===== src/rtl/nmos_sched_pkg.sv =====
// Shared state encoding and parameter helpers for the two-phase clock-enable scheduler.
package nmos_sched_pkg;

    typedef enum logic [2:0] {
        StIdle = 3'd0,
        StPh1  = 3'd1,
        StGap1 = 3'd2,
        StPh2  = 3'd3,
        StGap2 = 3'd4
    } phase_state_e;

    function automatic bit phase_len_ok(input int unsigned len);
        return len >= 1;
    endfunction

    function automatic int unsigned max3(input int unsigned a, input int unsigned b,
                                         input int unsigned c);
        int unsigned m;
        m = a;
        if (b > m) m = b;
        if (c > m) m = c;
        return m;
    endfunction

endpackage


===== src/rtl/nmos_rst_stretch.sv =====
// Cell-reset stretcher: holds R high for a whole number of executed phase cycles after
// rst or soft_rst.
module nmos_rst_stretch
    import nmos_sched_pkg::*;
#(
    parameter int unsigned RST_CYC = 4
) (
    input  logic main_clk,
    input  logic rst,
    input  logic soft_rst,
    input  logic cyc_end,
    output logic R
);

    localparam int unsigned LeftW = $clog2(RST_CYC + 1);
    localparam logic [LeftW-1:0] LeftInit = LeftW'(RST_CYC);

    if (!phase_len_ok(RST_CYC)) begin : g_param_check
        $error("nmos_rst_stretch: RST_CYC must be >= 1");
    end

    logic [LeftW-1:0] rst_left_q, rst_left_d;

    // Reload has priority so a soft_rst landing on cyc_end still yields a full stretch.
    always_comb begin
        rst_left_d = rst_left_q;
        if (soft_rst) begin
            rst_left_d = LeftInit;
        end else if (cyc_end && (rst_left_q != '0)) begin
            rst_left_d = rst_left_q - 1'b1;
        end
    end

    always_ff @(posedge main_clk or posedge rst) begin
        if (rst) begin
            rst_left_q <= LeftInit;
        end else begin
            rst_left_q <= rst_left_d;
        end
    end

    assign R = (rst_left_q != '0);

endmodule


===== src/rtl/nmos_phase_sched.sv =====
// Two-phase non-overlapping C1/C2 enable scheduler with run/step control, reset stretch
// and a completed-phase-cycle counter.
module nmos_phase_sched
    import nmos_sched_pkg::*;
#(
    parameter int unsigned PH1_LEN = 2,
    parameter int unsigned PH2_LEN = 2,
    parameter int unsigned GAP_LEN = 1,
    parameter int unsigned RST_CYC = 4,
    parameter int unsigned CNT_W   = 16
) (
    input  logic             main_clk,
    input  logic             rst,
    input  logic             run,
    input  logic             step,
    input  logic             soft_rst,
    output logic             C1,
    output logic             C2,
    output logic             R,
    output logic [CNT_W-1:0] cyc_cnt,
    output logic             cyc_end,
    output logic             busy
);

    localparam int unsigned MaxLen = max3(PH1_LEN, PH2_LEN, GAP_LEN);
    localparam int unsigned LenW   = $clog2(MaxLen) + 1;

    localparam logic [LenW-1:0] Ph1Last = LenW'(PH1_LEN - 1);
    localparam logic [LenW-1:0] Ph2Last = LenW'(PH2_LEN - 1);
    localparam logic [LenW-1:0] GapLast = LenW'(GAP_LEN - 1);

    if (!phase_len_ok(PH1_LEN) || !phase_len_ok(PH2_LEN) || !phase_len_ok(GAP_LEN) ||
        !phase_len_ok(CNT_W)) begin : g_param_check
        $error("nmos_phase_sched: PH1_LEN, PH2_LEN, GAP_LEN and CNT_W must be >= 1");
    end

    phase_state_e     state_q, state_d;
    logic [LenW-1:0]  len_cnt_q, len_cnt_d;
    logic             phase_last;
    logic [CNT_W-1:0] cyc_cnt_q;

    // State register
    always_ff @(posedge main_clk or posedge rst) begin
        if (rst) begin
            state_q   <= StIdle;
            len_cnt_q <= '0;
        end else begin
            state_q   <= state_d;
            len_cnt_q <= len_cnt_d;
        end
    end

    always_comb begin
        phase_last = 1'b0;
        unique case (state_q)
            StPh1:          phase_last = (len_cnt_q == Ph1Last);
            StPh2:          phase_last = (len_cnt_q == Ph2Last);
            StGap1, StGap2: phase_last = (len_cnt_q == GapLast);
            default:        phase_last = 1'b0;
        endcase
    end

    // Next state: run/step are only looked at in IDLE and on the final GAP2 cycle,
    // so a phase is never cut short.
    always_comb begin
        state_d = state_q;
        unique case (state_q)
            StIdle:  if (run || step) state_d = StPh1;
            StPh1:   if (phase_last) state_d = StGap1;
            StGap1:  if (phase_last) state_d = StPh2;
            StPh2:   if (phase_last) state_d = StGap2;
            StGap2:  if (phase_last) state_d = run ? StPh1 : StIdle;
            default: state_d = StIdle;
        endcase

        len_cnt_d = '0;
        if ((state_q != StIdle) && !phase_last) begin
            len_cnt_d = len_cnt_q + 1'b1;
        end
    end

    // Outputs decoded from registered state only
    always_comb begin
        C1      = (state_q == StPh1);
        C2      = (state_q == StPh2);
        busy    = (state_q != StIdle);
        cyc_end = (state_q == StGap2) && phase_last;
    end

    always_ff @(posedge main_clk or posedge rst) begin
        if (rst) begin
            cyc_cnt_q <= '0;
        end else if (soft_rst) begin
            cyc_cnt_q <= '0;
        end else if (cyc_end && !R) begin
            cyc_cnt_q <= cyc_cnt_q + 1'b1;
        end
    end

    assign cyc_cnt = cyc_cnt_q;

    nmos_rst_stretch #(
        .RST_CYC(RST_CYC)
    ) u_rst_stretch (
        .main_clk(main_clk),
        .rst     (rst),
        .soft_rst(soft_rst),
        .cyc_end (cyc_end),
        .R       (R)
    );

endmodule

===== config.mk =====
export PLATFORM = sky130hd
export DESIGN_NAME = nmos_phase_sched
export DESIGN_NICKNAME = d
export VERILOG_FILES = /design/src/rtl/nmos_sched_pkg.sv /design/src/rtl/nmos_rst_stretch.sv /design/src/rtl/nmos_phase_sched.sv
export SDC_FILE = /design/constraint.sdc
export NUM_CORES = 1
export LEC_CHECK = 0
export CAP_MARGIN = 15
export CORE_ASPECT_RATIO = 0.7
export CORE_MARGIN = 2
export CORE_UTILIZATION = 40
export DETAILED_ROUTE_END_ITERATION = 10
export GPL_TIMING_DRIVEN = 0
export MAX_ROUTING_LAYER = met4
export SYNTH_ARGS = -nofsm -noshare
export SYNTH_HDL_FRONTEND = slang
export SYNTH_SLANG_ARGS = --single-unit

===== constraint.sdc =====
create_clock -name main_clk -period 2 [get_ports main_clk]
set_clock_uncertainty 0.05 [all_clocks]
set_input_delay 0.4 -clock main_clk [delete_from_list [all_inputs] [get_ports main_clk]]
set_output_delay 0.4 -clock main_clk [all_outputs]
set_load 0.005 [all_outputs]

==> results of run 1 <==
## area by class of cell
class	count	area [um2]	share of cell area
Inverter	11	43.8	0.0231
Timing Repair Buffer	34	317	0.167
Multi-Input combinational cell	100	756	0.399
Clock buffer	3	41.3	0.0218
Sequential cell	24	602	0.318
Tap cell	47	58.8	0.0311
Clock inverter	1	30.0	0.0159
Buffer	5	45.0	0.0238
## report_power, final
part,total (mW),internal (mW),switching (mW)
Sequential,0.576,0.540,0.0362
Clock,0.430,0.268,0.163
Combinational,0.702,0.364,0.338
## flip-flops by register name, indices dropped and copies added, names as in the netlist
name,count
cyc_cnt,16
state_q,3
u_rst_stretch.rst_left_q,3
len_cnt_q,2
## path summary, 6_finish.rpt
kind	start	endpoint	slack (ns)
worst min-delay path	soft_rst	cyc_cnt[11]$_DFFE_PP0P_	0.32
max in group asynchronous	rst	cyc_cnt[5]$_DFFE_PP0P_	0.78
min in group asynchronous	rst	u_rst_stretch.rst_left_q[0]$_DFFE_PP0P_	0.57
worst max register to register	len_cnt_q[0]$_DFF_PP0_	cyc_cnt[14]$_DFFE_PP0P_	0.06
worst max-delay path	len_cnt_q[0]$_DFF_PP0_	cyc_cnt[14]$_DFFE_PP0P_	0.06
worst min register to register	cyc_cnt[15]$_DFFE_PP0P_	cyc_cnt[15]$_DFFE_PP0P_	0.52
## cell usage in the layout (no fill, tap or decap), types with 2 or more instances in the layout
cell type / count
xor2_1: 6
nand4b_1: 2
nor2_1: 12
nand3_1: 7
and3_1: 2
or3_1: 3
o21ai_0: 6
buf_4: 12
nor3_1: 3
nand2b_1: 2
clkdlybuf4s50_1: 19
or3_2: 2
inv_2: 5
a31oi_1: 2
xnor2_1: 6
dlymetal6s2s_1: 2
ha_1: 3
and4_1: 2
nand4bb_4: 2
nand4_1: 5
dlygate4sd2_1: 3
inv_1: 5
ha_4: 2
nand2_1: 7
a21oi_1: 8
clkbuf_8: 3
dfrtp_1: 23
## stage by stage
step	worst slack (ns)	power, mW	utilization	cell area, um2
final	0.0574	1.71	0.586	1890
after global routing	-0.0373	1.82	0.586	1890
after CTS	0.0138	1.68	0.574	1850
after detailed placement	-0.0626	1.13	0.520	1680
after global placement	-0.0637	1.11	0.520	1680
after floorplan	0.245	0.961	-	1380
## kinds of logic (layout without fill, tap and decap cells)
group | count (synthesis) | after routing | share of synthesized area
simple gates | 63 | 63 | 0.305
fa+ha+maj | 5 | 5 | 0.0453
flops | 24 | 24 | 0.436
buf+inv | 16 | 54 | 0.0543
xor+xnor | 12 | 12 | 0.0761
compound gates | 20 | 20 | 0.0833
## repair_timing
action | in CTS | in global routing
resized for setup | 18 | 9
pin swaps | 3 | 5
setup endpoints to repair | 7 | 5
setup buffers | 8 | 2
## per-layer routing
| metal | track usage | share of wire | vias to the layer above |
|---|---|---|---|
| met5 | - | 0 | - |
| met4 | 0.0357 | 0.0052 | 0 |
| met2 | 0.284 | 0.45 | 25 |
| met1 | 0.261 | 0.50 | 564 |
| li1 | - | - | 570 |
| met3 | 0.0457 | 0.045 | 2 |
==> reports/metrics.cfg, run 1 <==
[setup_path]
end_kind=register
critPathBufInv=2
path_max_fanout=5
critPathMaxStageDelay_ns=0.43
cp-start-kind=register
worst_ep_arrival_time_ns=2.09
crit_cells=7
cp_data_required_time_ns=2.15
cp_slowest_cell=or3_1
r2r_cells=7
path_delay_family=simple AND/OR/NAND/NOR gates
cp_cell_sequence=inv_2 -> ha_4 -> buf_4 -> and4_4 -> nand4_1 -> or3_1 -> a21oi_1
path_class=register to register

[clock_tree]
cts-root-buf=clkbuf_8
cts_tree=done
clkTransAtPathRegs_ns=0.09
clock_latency_ns=0.27
clock-sinks=24
numCtsBuffers=3
clock_path_buffers=2
hold_buffers=0
cts-htree-levels=1

[sta]
hold_ws_ns=0.320
fin_crit_ns=1.94
worst_pin_slew_ns=0.894
tns_ns=0
finalCritPeriodShare=0.971
finalMaxSlewViolations=0
final-setup-viol-count=0
fmax_mhz=515
finalHoldViolCount=0
max-slew-margin-rel=0.403
grt_setup_unrepaired=true

[yosys]
syn_area_per_cell_um2=9.87
netlist_area_mm2=0.00138
dominantRegCellSynth=dfrtp_1
yosysMostFrequentCell=dfrtp_1
synth_largest_area_cell=dfrtp_1
synth_warnings=0
synth_nets=150
synthCells=140
ys_seq_area_frac=0.436
ys_ff_latch=24
synth_async_sr_flop_share=1.00
synth-edff-count=0
synthTopCellsByCount=dfrtp_1 (23), nor2_1 (12), inv_1 (11), a21oi_1 (8)
synth.top_cells.by_area=dfrtp_1 (42%), ha_1 (4.5%), nand4bb_4 (4.0%), xnor2_1 (3.8%), xor2_1 (3.8%)
synth_cell_type_count=38
yosysTopAreaCellShare=0.417

[floorplan]
start_util=0.427
core.rowCount=17
die_w_um=74.2
fp.coreArea_mm2=0.00323
fp.dieH_um=53.2
io_pins=26
dieArea_mm2=0.00395

[routing]
first_pass_iters=4
via_per_inst=5.16
wire_per_inst_um=14.5
antenna_left=0
drc=0
drt-total-wl_um=3270
num_vias=1161
initialDrtViolationCount=61

[run_status]
status=finished clean

[grt]
grt_max_degree=25
grt_pass1_vias=1054
grt_pass1_wl_um=5250
track_usage=0.188
antenna_found_initial=0
grt_overflow=0

[hold_path]
hold-path-cell-count=2
hold_class=primary input to register

[layout]
areaGrowthSynthToFinish_pct=37.0
drive_gt1_frac=0.213
fillCellCount=288
diodes=0
fin_cells=225
fin_nets=189

[job]
cap_violations=0

[place]
gp_congestion=0.779
dp_hpwl_um=2190
dp_cells=211
io_buffers=24

[pwr]
leakage_nw=0.823
peakVddDrop_mv=0.512
pwr_density_cell_mw_per_mm2=902

Note: power is estimated with default switching activity, not from simulation.
==> run 2, diff against run 1 <==
- CORE_ASPECT_RATIO: 0.7 -> 0.6
==> reports/metrics.cfg, run 2 (synthesis gave the netlist of run 1 again) <==
[run_status]
status=finished clean

[sta]
max-slew-margin-rel=0.394
fmax_mhz=520
finalCritPeriodShare=0.961
finalWorstSetupSlack_ns=0.0770
final-setup-viol-count=0
finalMaxSlewViolations=0
finalHoldViolCount=0
worst_pin_slew_ns=0.909
fin_crit_ns=1.92

[place]
dpl_cell_area_mm2=0.00168
io_buffers=24
gp_congestion=0.795
dp_slack_ns=-0.160
dp_hpwl_um=2360

[clock_tree]
clock-sinks=24
clkTransAtPathRegs_ns=0.08
hold_buffers=0
cts_tree=done
clock_latency_ns=0.27
cts-root-buf=clkbuf_8
clock_path_buffers=2
numCtsBuffers=3
cts-htree-levels=1

[pwr]
p_int_mw=1.10
power.net_switching_uw=529
swShare=0.325
pwr-share-seq=0.350
combPwrFrac=0.451
leakage_nw=0.804
pwr_density_cell_mw_per_mm2=868
peakVddDrop_mv=0.629
clkPwrFrac=0.199

[setup_path]
r2r_end=cyc_cnt[15]$_DFFE_PP0P_
crit_end=C1
worst_ep_arrival_time_ns=1.47
r2r_cells=5
cp_data_required_time_ns=1.55
r2r_start=state_q[0]$_DFFE_PP0P_
cp_cell_sequence=buf_6 -> nor3b_2 -> clkdlybuf4s50_1
path_max_fanout=7
critPathMaxStageDelay_ns=0.51
path_class=register to primary output
cp_slowest_cell=clkdlybuf4s50_1
r2r_slack_ns=0.11
cp-startpoint=state_q[1]$_DFFE_PP0P_
end_kind=primary output
cp-start-kind=register

[routing]
num_vias=1193
drt-total-wl_um=3290
drc=0
via_per_inst=5.35
wire_per_inst_um=14.8
first_pass_iters=4
antenna_left=0
initialDrtViolationCount=75

[layout]
final_cell_area_mm2=0.00187
diodes=0
fin_nets=189
final_cell_mix=dfrtp_1 (23), clkdlybuf4s50_1 (20), nor2_1 (12)
drive_gt1_frac=0.208
final_util=0.571
largest_register_ffs=16
areaGrowthSynthToFinish_pct=35.7
layout_commonest_cell=dfrtp_1

[grt]
grt_overflow=0
grt_pass1_vias=1138
grt_max_degree=25
track_usage=0.193
antenna_found_initial=0
grt_pass1_wl_um=5640

[floorplan]
start_util=0.421
core.rowCount=16
fp.dieH_um=49.5
io_pins=26
fp.coreArea_mm2=0.00328
die_w_um=79.9
dieArea_mm2=0.00395

[hold_path]
hold_class=primary input to register
worstHoldStart=soft_rst

[job]
cap_violations=0

==> run 2: how the worst min path moves through the flow <==
stage | to | slack [ns] | depth (start not counted)
floorplan | cyc_cnt[0]$_DFFE_PP0P_ | 0.36 | 1
global placement | len_cnt_q[0]$_DFF_PP0_ | 0.41 | 1
detailed placement | len_cnt_q[0]$_DFF_PP0_ | 0.43 | 1
CTS | cyc_cnt[15]$_DFFE_PP0P_ | 0.32 | 2
global route | cyc_cnt[7]$_DFFE_PP0P_ | 0.31 | 2
finish | cyc_cnt[7]$_DFFE_PP0P_ | 0.32 | 2
==> run 2: worst max-delay path: cells and delay by family (launching register included) <==
kind                   cells  cell delay [ns]
buffers and inverters      2             0.65
AND/OR/NAND/NOR            1             0.16
flip-flops                 1             0.39
==> run 2: routing by layer <==
metal | global-route usage | vias to the layer above | routed length, um
met5 | - | - | 0
met4 | 0.0254 | 0 | 13
met3 | 0.0440 | 2 | 142
met2 | 0.290 | 29 | 1490
met1 | 0.276 | 588 | 1640
li1 | - | 574 | -
==> run 2: power by group through the flow <==
stage / Sequential, mW / Combinational, mW / Clock, mW
after floorplan: 0.576 / 0.385 / 0
after global placement: 0.579 / 0.541 / 0
after detailed placement: 0.582 / 0.560 / 0
after CTS: 0.568 / 0.725 / 0.336
after global routing: 0.575 / 0.801 / 0.362
final: 0.569 / 0.734 / 0.324
==> run 2: stage by stage <==
step | std cells | hold slack (ns) | setup TNS, ns | total power [mW]
global route | 223 | 0.311 | -0.0119 | 1.74
global placement | 209 | 0.410 | -0.154 | 1.12
detailed placement | 209 | 0.425 | -0.320 | 1.14
finish | 223 | 0.318 | 0 | 1.63
floorplan | 140 | 0.364 | 0 | 0.961
CTS | 222 | 0.317 | 0 | 1.63
==> run 2: area by class of cell <==
type,count,area [um2]
fill,300,1410
multi-input combinational,100,756
sequential,24,602
timing repair buffer,34,314
tap,45,56.3
clock buffer,4,55.1
buffer,5,47.5
inverter,11,43.8
==> run 2: repair_timing <==
| action | 4_1_cts | 5_1_grt |
|---|---|---|
| setup endpoints to repair | 7 | 6 |
| pin swaps | 4 | 5 |
| buffers inserted | 9 | 2 |
| gates resized for setup | 21 | 4 |
==> run 3, diff against run 2 <==
- CTS_CLUSTER_DIAMETER: not set -> 80
- SYNTH_HIERARCHICAL: not set -> 1
==> reports/metrics.cfg, run 3 <==
[layout]
layout_commonest_cell=dfrtp_1
final_cell_area_mm2=0.00184
diodes=0
final_cell_mix=dfrtp_1 (22), clkdlybuf4s50_1 (21), nor2_1 (17)
drive_gt1_frac=0.214
fin_nets=193
largest_register_ffs=16
register_area_um2=603
areaGrowthSynthToFinish_pct=37.6
multi_input_area_um2=717
fillCellCount=299

[floorplan]
fp.coreArea_mm2=0.00322
dieArea_mm2=0.00384
core.rowCount=16
io_pins=26
die_w_um=78.7
fp.dieH_um=48.8
start_util=0.415

[job]
cap_violations=0

[clock_tree]
clock_path_buffers=2
clock-sinks=24
cts_tree=done
hold_buffers=0
cts-htree-levels=1
cts-root-buf=clkbuf_8
clkTransAtPathRegs_ns=0.08
clock_latency_ns=0.26
numCtsBuffers=3

[pwr]
leakage_nw=0.787
pwr_density_cell_mw_per_mm2=808
peakVddDrop_mv=0.465
design_power_total_mw=1.49

[sta]
finalHoldViolCount=0
finalWorstSetupSlack_ns=-0.00650
fmax_mhz=498
finalMaxSlewViolations=0
max-slew-margin-rel=0.462
worst_pin_slew_ns=0.806
finalCritPeriodShare=1.00
final-setup-viol-count=1
grt_setup_unrepaired=true
fin_crit_ns=2.01
hold_ws_ns=0.271

[routing]
wire_per_inst_um=14.0
antenna_left=0
via_per_inst=5.00
drt-total-wl_um=3180
drc=0
initialDrtViolationCount=70
first_pass_iters=4
num_vias=1136

[setup_path]
r2r_end=cyc_cnt[13]$_DFFE_PP0P_
r2r_start=u_rst_stretch/rst_left_q[0]$_DFFE_PP0P_
path_max_fanout=5
worst_ep_arrival_time_ns=2.11
cp_cell_sequence=inv_2 -> ha_4 -> nand2b_4 -> nand4b_1 -> or3_4 -> nor3_4 -> mux2_4
critPathMaxStageDelay_ns=0.43
path_class=register to register
r2r_cells=7
cp_data_required_time_ns=2.10
r2r_slack_ns=-0.007
cp_slowest_cell=or3_4
cp-start-kind=register
end_kind=register

[yosys]
synth_async_sr_flop_share=1.00
yosys.area_share.simple=0.277
synth_cell_type_count=34
netlist_area_mm2=0.00134
synth_largest_area_cell=dfrtp_1
syn_area_per_cell_um2=9.43
synth_warnings=6
synth_compound_area_frac=0.0916
synth_nets=152
synth_top_family_by_area=simple AND/OR/NAND/NOR gates
synthMuxAreaShare=0.00841
synthTopCellsByCount=dfrtp_1 (23), nor2_1 (17), inv_1 (12)
synth.top_cells.by_area=dfrtp_1 (43%), xnor2_1 (5.9%), nor2_1 (4.8%), ha_1 (4.7%), o21ai_0 (3.4%)
dominantRegCellSynth=dfrtp_1
synthAdderAreaFrac=0.0542
synthCells=142
ys_ff_latch=24
synthXorXnorAreaFrac=0.0654
synth-edff-count=0
yosysTopAreaCellShare=0.430
yosysMostFrequentCell=dfrtp_1
ys_seq_area_frac=0.450

[grt]
grt_max_degree=22
track_usage=0.190
antenna_found_initial=0
grt_pass1_wl_um=5550
grt_overflow=0
grt_pass1_vias=1167

[place]
io_buffers=25
dpl_cell_area_mm2=0.00166
gp_congestion=0.800
dp_hpwl_um=2210

[hold_path]
hold_class=primary input to asynchronous set/reset pin

[run_status]
violations=setup timing
status=complete, but fails checks

-- run 3: cell types whose count changed after synthesis, sizes merged, moves of 2 or more --
cell and delta:
nor2 +5, xor2 -5, and3 -3, nand4 -3
o21ai +3, or3 +3, xnor2 +3, a31oi -2
and4 -2, nand2 +2, nand3 -2, nor3b -2
nor4 +2
-- run 3: cell families (layout without fill, tap and decap cells) --
family	after synthesis	in the layout
AO/OA/AOI/OAI	21	21
XOR/XNOR	10	10
adder cells (fa/ha/maj)	6	6
buffers and inverters	17	57
flip-flops	24	24
multiplexers	1	1
AND/OR/NAND/NOR	63	63
-- run 3: repair_timing --
action                     CTS  global route
gates resized for setup     15             8
setup endpoints to repair    9             8
pin swaps                    4             5
buffers inserted             8             3
-- run 3: worst max path at each step --
stage	start	to	slack (ns)	cells past startpoint
detailed placement	len_cnt_q[0]$_DFF_PP0_	cyc_end	-0.30	6
global route	u_rst_stretch/rst_left_q[0]$_DFFE_PP0P_	cyc_cnt[13]$_DFFE_PP0P_	-0.1	7
finish	u_rst_stretch/rst_left_q[0]$_DFFE_PP0P_	cyc_cnt[13]$_DFFE_PP0P_	-0.007	7
global placement	len_cnt_q[0]$_DFF_PP0_	cyc_end	-0.28	6
CTS	u_rst_stretch/rst_left_q[0]$_DFFE_PP0P_	cyc_cnt[14]$_DFFE_PP0P_	0.005	7
floorplan	u_rst_stretch/rst_left_q[0]$_DFFE_PP0P_	cyc_cnt[13]$_DFFE_PP0P_	-0.005	7
-- run 3: layout make-up --
type	instances	area share
Buffer	5	0.0238
Clock buffer	4	0.0245
Inverter	12	0.0245
Multi-Input combinational cell	101	0.389
Sequential cell	24	0.327
Tap cell	45	0.0306
Timing Repair Buffer	36	0.180
-- run 3: stage by stage --
step / instances / setup slack [ns] / setup TNS, ns / util
finish: 227 / -0.00650 / -0.00650 / 0.571
global route: 227 / -0.0987 / -0.193 / 0.571
CTS: 224 / 0.00462 / 0 / 0.561
detailed placement: 212 / -0.297 / -1.27 / 0.516
global placement: 212 / -0.278 / -0.834 / 0.516
floorplan: 142 / -0.00508 / -0.00508 / -
-- run 3: per-layer routing --
layer,vias up,track usage,wire (um)
li1,564,-,-
met1,548,0.268,1700
met2,22,0.282,1370
met3,2,0.0389,86
met4,0,0.0468,21
met5,-,-,0
-- run 3: power by group --
part           total [mW]  internal, mW  switching, mW
clock               0.289         0.142          0.147
sequential          0.572         0.539         0.0333
combinational       0.627         0.339          0.287
total                1.49          1.02          0.467
-- run 3: critical path: cells and delay by family (launching register included) --
kind	cells	cell delay, ns
adder cells (fa/ha/maj)	1	0.15
buffers and inverters	1	0.08
flip-flops	1	0.39
multiplexers	1	0.31
AND/OR/NAND/NOR	4	0.91
